==> config.mk <==
export PLATFORM = sky130hd
export DESIGN_NAME = ppwa_poll_sequencer
export DESIGN_NICKNAME = d
export VERILOG_FILES = /design/src/rtl/ppwa_poll_sequencer.sv
export SDC_FILE = /design/constraint.sdc
export NUM_CORES = 1
export LEC_CHECK = 0
export ABC_AREA = 1
export CAP_MARGIN = 20
export CORE_ASPECT_RATIO = 1.25
export CORE_MARGIN = 3
export CORE_UTILIZATION = 50
export DETAILED_ROUTE_END_ITERATION = 7
export PLACE_DENSITY_LB_ADDON = 0.3
export SLEW_MARGIN = 5
export SYNTH_ARGS = -nofsm -noshare
export SYNTH_HDL_FRONTEND = slang
export SYNTH_SLANG_ARGS = --single-unit
==> constraint.sdc <==
create_clock -name clk -period 2.55 [get_ports clk]
set_input_delay 0.51 -clock clk [delete_from_list [all_inputs] [get_ports clk]]
set_output_delay 0.51 -clock clk [all_outputs]
set_load 0.02 [all_outputs]
==> src/rtl/ppwa_poll_sequencer.sv <==
// AXI4-Lite master that configures the ppwa device once, then periodically
// sweeps every channel's period/high registers onto a valid/ready stream.
module ppwa_poll_sequencer #(
    parameter int NOF_CHANNELS = 4,
    parameter int ADDR_WIDTH   = 8,
    parameter int CFG_ADDR     = 'h00,
    parameter int BASE_ADDR    = 'h20,
    parameter int POLL_DIV     = 1000,
    parameter int TIMEOUT      = 255
) (
    input  logic                  clk,
    input  logic                  reset,
    input  logic                  enable,
    input  logic [31:0]           cfg_value,
    output logic [ADDR_WIDTH-1:0] m_awaddr,
    output logic                  m_awvalid,
    input  logic                  m_awready,
    output logic [31:0]           m_wdata,
    output logic [3:0]            m_wstrb,
    output logic                  m_wvalid,
    input  logic                  m_wready,
    input  logic [1:0]            m_bresp,
    input  logic                  m_bvalid,
    output logic                  m_bready,
    output logic [ADDR_WIDTH-1:0] m_araddr,
    output logic                  m_arvalid,
    input  logic                  m_arready,
    input  logic [31:0]           m_rdata,
    input  logic [1:0]            m_rresp,
    input  logic                  m_rvalid,
    output logic                  m_rready,
    output logic                  res_valid,
    input  logic                  res_ready,
    output logic [3:0]            res_ch,
    output logic [31:0]           res_period,
    output logic [31:0]           res_high,
    output logic                  sweep_done,
    output logic                  err
);

    typedef enum logic [2:0] {
        S_IDLE, S_CFG_WR, S_CFG_B, S_RD_AR,
        S_RD_R, S_OUT, S_WAIT, S_ERR
    } state_t;

    state_t                r_state;
    logic [ADDR_WIDTH-1:0] r_awaddr;
    logic [ADDR_WIDTH-1:0] r_araddr;
    logic [31:0]           r_wdata;
    logic [31:0]           r_period;
    logic [31:0]           r_high;
    logic [31:0]           r_timer;
    logic [31:0]           r_tmo;
    logic [3:0]            r_ch;
    logic                  r_sub;
    logic                  r_awvalid;
    logic                  r_wvalid;
    logic                  r_bready;
    logic                  r_arvalid;
    logic                  r_rready;
    logic                  r_res_valid;
    logic                  r_sweep_done;
    logic                  r_err;

    logic w_aw_done;
    logic w_w_done;
    logic w_tmo;
    logic w_last;
    logic w_fail;

    function automatic logic [ADDR_WIDTH-1:0] f_addr(
        input logic [3:0] ch,
        input logic       sub
    );
        return ADDR_WIDTH'(BASE_ADDR + 8 * int'(ch) + (sub ? 4 : 0));
    endfunction

    assign w_aw_done = !r_awvalid || m_awready;
    assign w_w_done  = !r_wvalid || m_wready;
    assign w_tmo     = (r_tmo == 32'(TIMEOUT - 1));
    assign w_last    = (int'(r_ch) == NOF_CHANNELS - 1);

    // Error exits: bad response or a handshake that never arrives
    always_comb begin
        w_fail = 1'b0;
        unique case (r_state)
            S_CFG_WR: w_fail = !(w_aw_done && w_w_done) && w_tmo;
            S_CFG_B:  w_fail = m_bvalid ? (m_bresp != 2'b00) : w_tmo;
            S_RD_AR:  w_fail = !m_arready && w_tmo;
            S_RD_R:   w_fail = m_rvalid ? (m_rresp != 2'b00) : w_tmo;
            default:  w_fail = 1'b0;
        endcase
    end

    always_ff @(posedge clk) begin
        if (reset) begin
            r_state      <= S_IDLE;
            r_awaddr     <= '0;
            r_araddr     <= '0;
            r_wdata      <= '0;
            r_period     <= '0;
            r_high       <= '0;
            r_timer      <= '0;
            r_tmo        <= '0;
            r_ch         <= '0;
            r_sub        <= 1'b0;
            r_awvalid    <= 1'b0;
            r_wvalid     <= 1'b0;
            r_bready     <= 1'b0;
            r_arvalid    <= 1'b0;
            r_rready     <= 1'b0;
            r_res_valid  <= 1'b0;
            r_sweep_done <= 1'b0;
            r_err        <= 1'b0;
        end else begin
            r_sweep_done <= 1'b0;
            if (w_fail) begin
                r_awvalid   <= 1'b0;
                r_wvalid    <= 1'b0;
                r_bready    <= 1'b0;
                r_arvalid   <= 1'b0;
                r_rready    <= 1'b0;
                r_res_valid <= 1'b0;
                r_err       <= 1'b1;
                r_state     <= S_ERR;
            end else begin
                unique case (r_state)
                    S_IDLE: begin
                        if (enable) begin
                            r_awaddr  <= ADDR_WIDTH'(CFG_ADDR);
                            r_wdata   <= cfg_value;
                            r_awvalid <= 1'b1;
                            r_wvalid  <= 1'b1;
                            r_tmo     <= '0;
                            r_state   <= S_CFG_WR;
                        end
                    end
                    S_CFG_WR: begin
                        if (m_awready) r_awvalid <= 1'b0;
                        if (m_wready)  r_wvalid  <= 1'b0;
                        if (w_aw_done && w_w_done) begin
                            r_bready <= 1'b1;
                            r_tmo    <= '0;
                            r_state  <= S_CFG_B;
                        end else begin
                            r_tmo <= r_tmo + 32'd1;
                        end
                    end
                    S_CFG_B: begin
                        if (m_bvalid) begin
                            r_bready  <= 1'b0;
                            r_ch      <= '0;
                            r_sub     <= 1'b0;
                            r_araddr  <= f_addr(4'd0, 1'b0);
                            r_arvalid <= 1'b1;
                            r_tmo     <= '0;
                            r_state   <= S_RD_AR;
                        end else begin
                            r_tmo <= r_tmo + 32'd1;
                        end
                    end
                    S_RD_AR: begin
                        if (m_arready) begin
                            r_arvalid <= 1'b0;
                            r_rready  <= 1'b1;
                            r_tmo     <= '0;
                            r_state   <= S_RD_R;
                        end else begin
                            r_tmo <= r_tmo + 32'd1;
                        end
                    end
                    S_RD_R: begin
                        if (m_rvalid) begin
                            r_rready <= 1'b0;
                            if (!r_sub) begin
                                r_period  <= m_rdata;
                                r_sub     <= 1'b1;
                                r_araddr  <= f_addr(r_ch, 1'b1);
                                r_arvalid <= 1'b1;
                                r_tmo     <= '0;
                                r_state   <= S_RD_AR;
                            end else begin
                                r_high      <= m_rdata;
                                r_res_valid <= 1'b1;
                                r_state     <= S_OUT;
                            end
                        end else begin
                            r_tmo <= r_tmo + 32'd1;
                        end
                    end
                    S_OUT: begin
                        if (res_ready) begin
                            r_res_valid <= 1'b0;
                            if (!w_last) begin
                                r_ch      <= r_ch + 4'd1;
                                r_sub     <= 1'b0;
                                r_araddr  <= f_addr(r_ch + 4'd1, 1'b0);
                                r_arvalid <= 1'b1;
                                r_tmo     <= '0;
                                r_state   <= S_RD_AR;
                            end else begin
                                r_sweep_done <= 1'b1;
                                if (enable) begin
                                    r_timer <= 32'(POLL_DIV - 1);
                                    r_state <= S_WAIT;
                                end else begin
                                    r_state <= S_IDLE;
                                end
                            end
                        end
                    end
                    S_WAIT: begin
                        if (!enable) begin
                            r_state <= S_IDLE;
                        end else if (r_timer == 32'd0) begin
                            r_ch      <= '0;
                            r_sub     <= 1'b0;
                            r_araddr  <= f_addr(4'd0, 1'b0);
                            r_arvalid <= 1'b1;
                            r_tmo     <= '0;
                            r_state   <= S_RD_AR;
                        end else begin
                            r_timer <= r_timer - 32'd1;
                        end
                    end
                    S_ERR: begin
                        r_err <= 1'b1;
                    end
                endcase
            end
        end
    end

    assign m_awaddr   = r_awaddr;
    assign m_awvalid  = r_awvalid;
    assign m_wdata    = r_wdata;
    assign m_wstrb    = 4'hF;
    assign m_wvalid   = r_wvalid;
    assign m_bready   = r_bready;
    assign m_araddr   = r_araddr;
    assign m_arvalid  = r_arvalid;
    assign m_rready   = r_rready;
    assign res_valid  = r_res_valid;
    assign res_ch     = r_ch;
    assign res_period = r_period;
    assign res_high   = r_high;
    assign sweep_done = r_sweep_done;
    assign err        = r_err;

endmodule

==> run_results.csv <==
group,metric,value,unit
route,drt-met1-wl,11900,µm
synthesis,synthMuxAreaShare,0,
grt,global_route_wire_length_before_repair,48700,µm
worst_setup_path,critical_path.max_fanout,21,
timing,finalSetupViolations,0,
pwr,pwr_density_cell,812,nW/µm²
grt,grt_antenna_before_repair,0,
cells_and_area,syn_to_final_growth,30.3,%
job,drv.max_cap_violation_count,0,
route,drt_drc_violations_left,0,
synthesis,synth_compound_gate_area_share,0.130,
cells_and_area,final-instance-count-excl-fill,1885,
timing,slew-limit-headroom,0.597,
synthesis,synth_warnings,0,
worst_setup_path,timing.setup.critical_path_class,"reg -> reg",
route,num_vias,10600,
route,drt.antenna.violating_nets,0,
grt,pin_count_of_the_biggest_net_entering_global_routing,132,
clock_network,tritoncts_num_sinks,182,
worst_setup_path,timing.critical_path.buf_inv,2,
die,placementRows,55,
worst_hold_path,holdCritStartpoint,"res_period[23]",
timing,finalCritPeriodShare,0.916,
clock_network,cts_setup_buffers,0,
synthesis,synth.ff_latch_count,182,
synthesis,post_synth.cell_area_avg,6.55,µm²
die,die_h,161,µm
cells_and_area,final_layout_size_suffix_gt1_frac,0.0779,
die,horizontal_die_dimension,130,µm
synthesis,synthMostInstantiatedCell,"nand2_1",
synthesis,synthTopCellsByCount,"336 x nand2_1, 202 x nand3_1, 197 x nor2_1, 182 x dfxtp_1, 157 x a21oi_1",
worst_setup_path,critPathLaunchType,"flip-flop",
timing,tightest_slew,605,ps
timing,hold_violations_final,0,
route,detail_route.vias_per_cell,5.64,
clock_network,cts_tree,"built",
grt,groute.usage.overall,0.286,
synthesis,synth_fa_ha_area_frac,0.00917,
cells_and_area,fin_area,12500,µm²
pwr,vdd_drop_max,0.468,mV
synthesis,postSynth.topFlopCell,"dfxtp_1",
cells_and_area,final_nets,1728,
synthesis,synth-edff-count,0,
synthesis,synth-xor-area-share,0.00917,
synthesis,synthTopCellsByArea,"dfxtp_1 38%, nand2_1 13%, nand3_1 11%",
synthesis,seq_area_frac_synth,0.381,
timing,final.setup.tns,0,ps
clock_network,cts_made_buffers,17,
cells_and_area,n_antenna_cell,0,
timing,maximum_operating_frequency,428,MHz
route,finalWirelength,30300,µm
worst_setup_path,cp_top_family,"simple AND/OR/NAND/NOR gates",
clock_network,htree_levels,4,
grt,overflow,0,
synthesis,post_synth_instance_area,9550,µm²
pwr,power_leakage,4.80,nW
place,port_buffers,190,
route,drt_first_iter_violations,1078,
status,status,"completed",
place,placed_cell_area,11800,µm²
grt,first_global_vias,10100,
place,dp.cells,1853,
synthesis,synth_top_area_cell,"dfxtp_1",
worst_setup_path,type_of_element_capturing_the_critical_path,"flip-flop",
synthesis,postSynth.asyncResetShare,0,
worst_hold_path,hp-class,"reg -> reg",
route,met2WireLength,15000,µm
synthesis,yosys.area.top_type_share,0.381,
timing,layout_min_cycle_time,2330,ps
clock_network,cts-root-buf,"clkbuf_16",
worst_setup_path,worst_path_max_delay_cell,"dfxtp_1",
place,dp_hpwl,21000,µm
place,gp_congestion,1.03,
worst_setup_path,wp_data_required,2870,ps
synthesis,yosys.cell_types.count,45,
worst_setup_path,critPathArrivalTime,2650,ps
die,fp.dieArea,20800,µm²
synthesis,main_combinational_cell_family_by_area_after_synthesis,"simple AND/OR/NAND/NOR gates",
clock_network,clk_pin_slew_worst_paths,80,ps
route,routed_wire_length_per_instance,16.1,µm
timing,worst_clock_skew,15.8,ps
route,routed.top_layer,"met4",
worst_setup_path,timing.critical_path.cells,"ha_1, nand2_1, nor2_1, nand2_1, a21oi_1, nand2_2, inv_4, nand2_4, nand2_2, inv_4, o21ai_1, a21oi_1",
cells_and_area,fillers,1581,
worst_setup_path,critical_path.max_stage_delay,450,ps
synthesis,syn_inst,1458,
route,wl_met3,2340,µm
die,ioPinCount,205,
die,core-area,18400,µm²
clock_network,cts_max_path_buffers,2,
clock_network,clkLatencyLatePin,440,ps
die,initial_core_util,0.518,
worst_setup_path,crit-reg2reg-launch,"res_ch[0]",
timing,slew_violations,0,
route,number_of_iterations_in_the_first_detailed_routing_pass,7,
synthesis,synth-simple-area-share,0.384,
worst_setup_path,setup.worst_path.start,"res_ch[0]",
==> through the flow <==
step / hold slack [ps] / total power, mW / setup WS, ps / util
after floorplan: 446 / 5.89 / 504 / -
after global placement: 446 / 7.23 / 43.4 / 0.640
final: 461 / 10.1 / 215 / 0.675
after detailed placement: 451 / 7.28 / -0.942 / 0.640
after global routing: 476 / 10.6 / -12.1 / 0.675
after CTS: 463 / 10.1 / 106 / 0.675
==> worst min-delay path, stage by stage (launching register included) <==
cell,delay (ps)
dfxtp_1,310
nand2_1,60
a21oi_1,50
==> path summary, 6_finish.rpt <==
| path | end | slack [ps] | cells after the start |
|---|---|---|---|
| max | r_timer[20] | 220 | 12 |
| min | res_period[23] | 460 | 2 |
| max reg2reg | r_timer[20] | 220 | 12 |
| min reg2reg | res_period[23] | 460 | 2 |
==> sequential cells by signal, summed over array words and instances (netlist names), 3 cells and up <==
signal	flops
m_araddr	6
m_wdata	32
r_state	3
r_timer	32
r_tmo	32
res_ch	4
res_high	32
res_period	32
==> layer usage <==
layer  vias to the layer above  track usage
li1                       5202            -
met1                      4866        0.334
met2                       484        0.492
met3                        81       0.0732
met4                         0        0.120
met5                         -            0
==> area by class of cell <==
cell class / count / area [µm²] / area share
multi-input combinational: 1103 / 5160 / 0.414
inverter: 97 / 369 / 0.0296
sequential: 182 / 3640 / 0.293
tap: 228 / 285 / 0.0229
clock buffer: 17 / 425 / 0.0342
clock inverter: 15 / 208 / 0.0167
timing repair buffer: 243 / 2360 / 0.189
==> report_power, final <==
part / switching, mW / internal, mW
sequential: 0.311 / 3.19
combinational: 2.41 / 1.41
clock: 1.35 / 1.43
==> cell families after synthesis <==
group,after synthesis
AND/OR/NAND/NOR,838
AO/OA/AOI/OAI,234
buffers and inverters,185
flip-flops,182
XOR/XNOR,10
adder cells (fa/ha/maj),7
other,2
==> cell usage in the layout (no fill, tap or decap), types with 7 or more instances in the layout <==
cell and n:
a21oi_1 157, a31oi_1 7, buf_4 49, clkbuf_16 17, clkdlybuf4s50_1 189, conb_1 14, dfxtp_1 181, ha_1 7
inv_1 84, inv_2 10, nand2_1 336, nand2_2 7, nand3_1 202, nand4_1 48, nor2_1 195, nor2_2 7
nor3_1 19, o21ai_0 33, o21ai_1 17
==> what timing repair did <==
action                                 CTS  global route
resized for setup                        0             6
setup endpoints to repair                0            23
hold buffers                             0             0
endpoints found under the hold margin    0             0
Note: power is estimated with default switching activity, not from simulation.
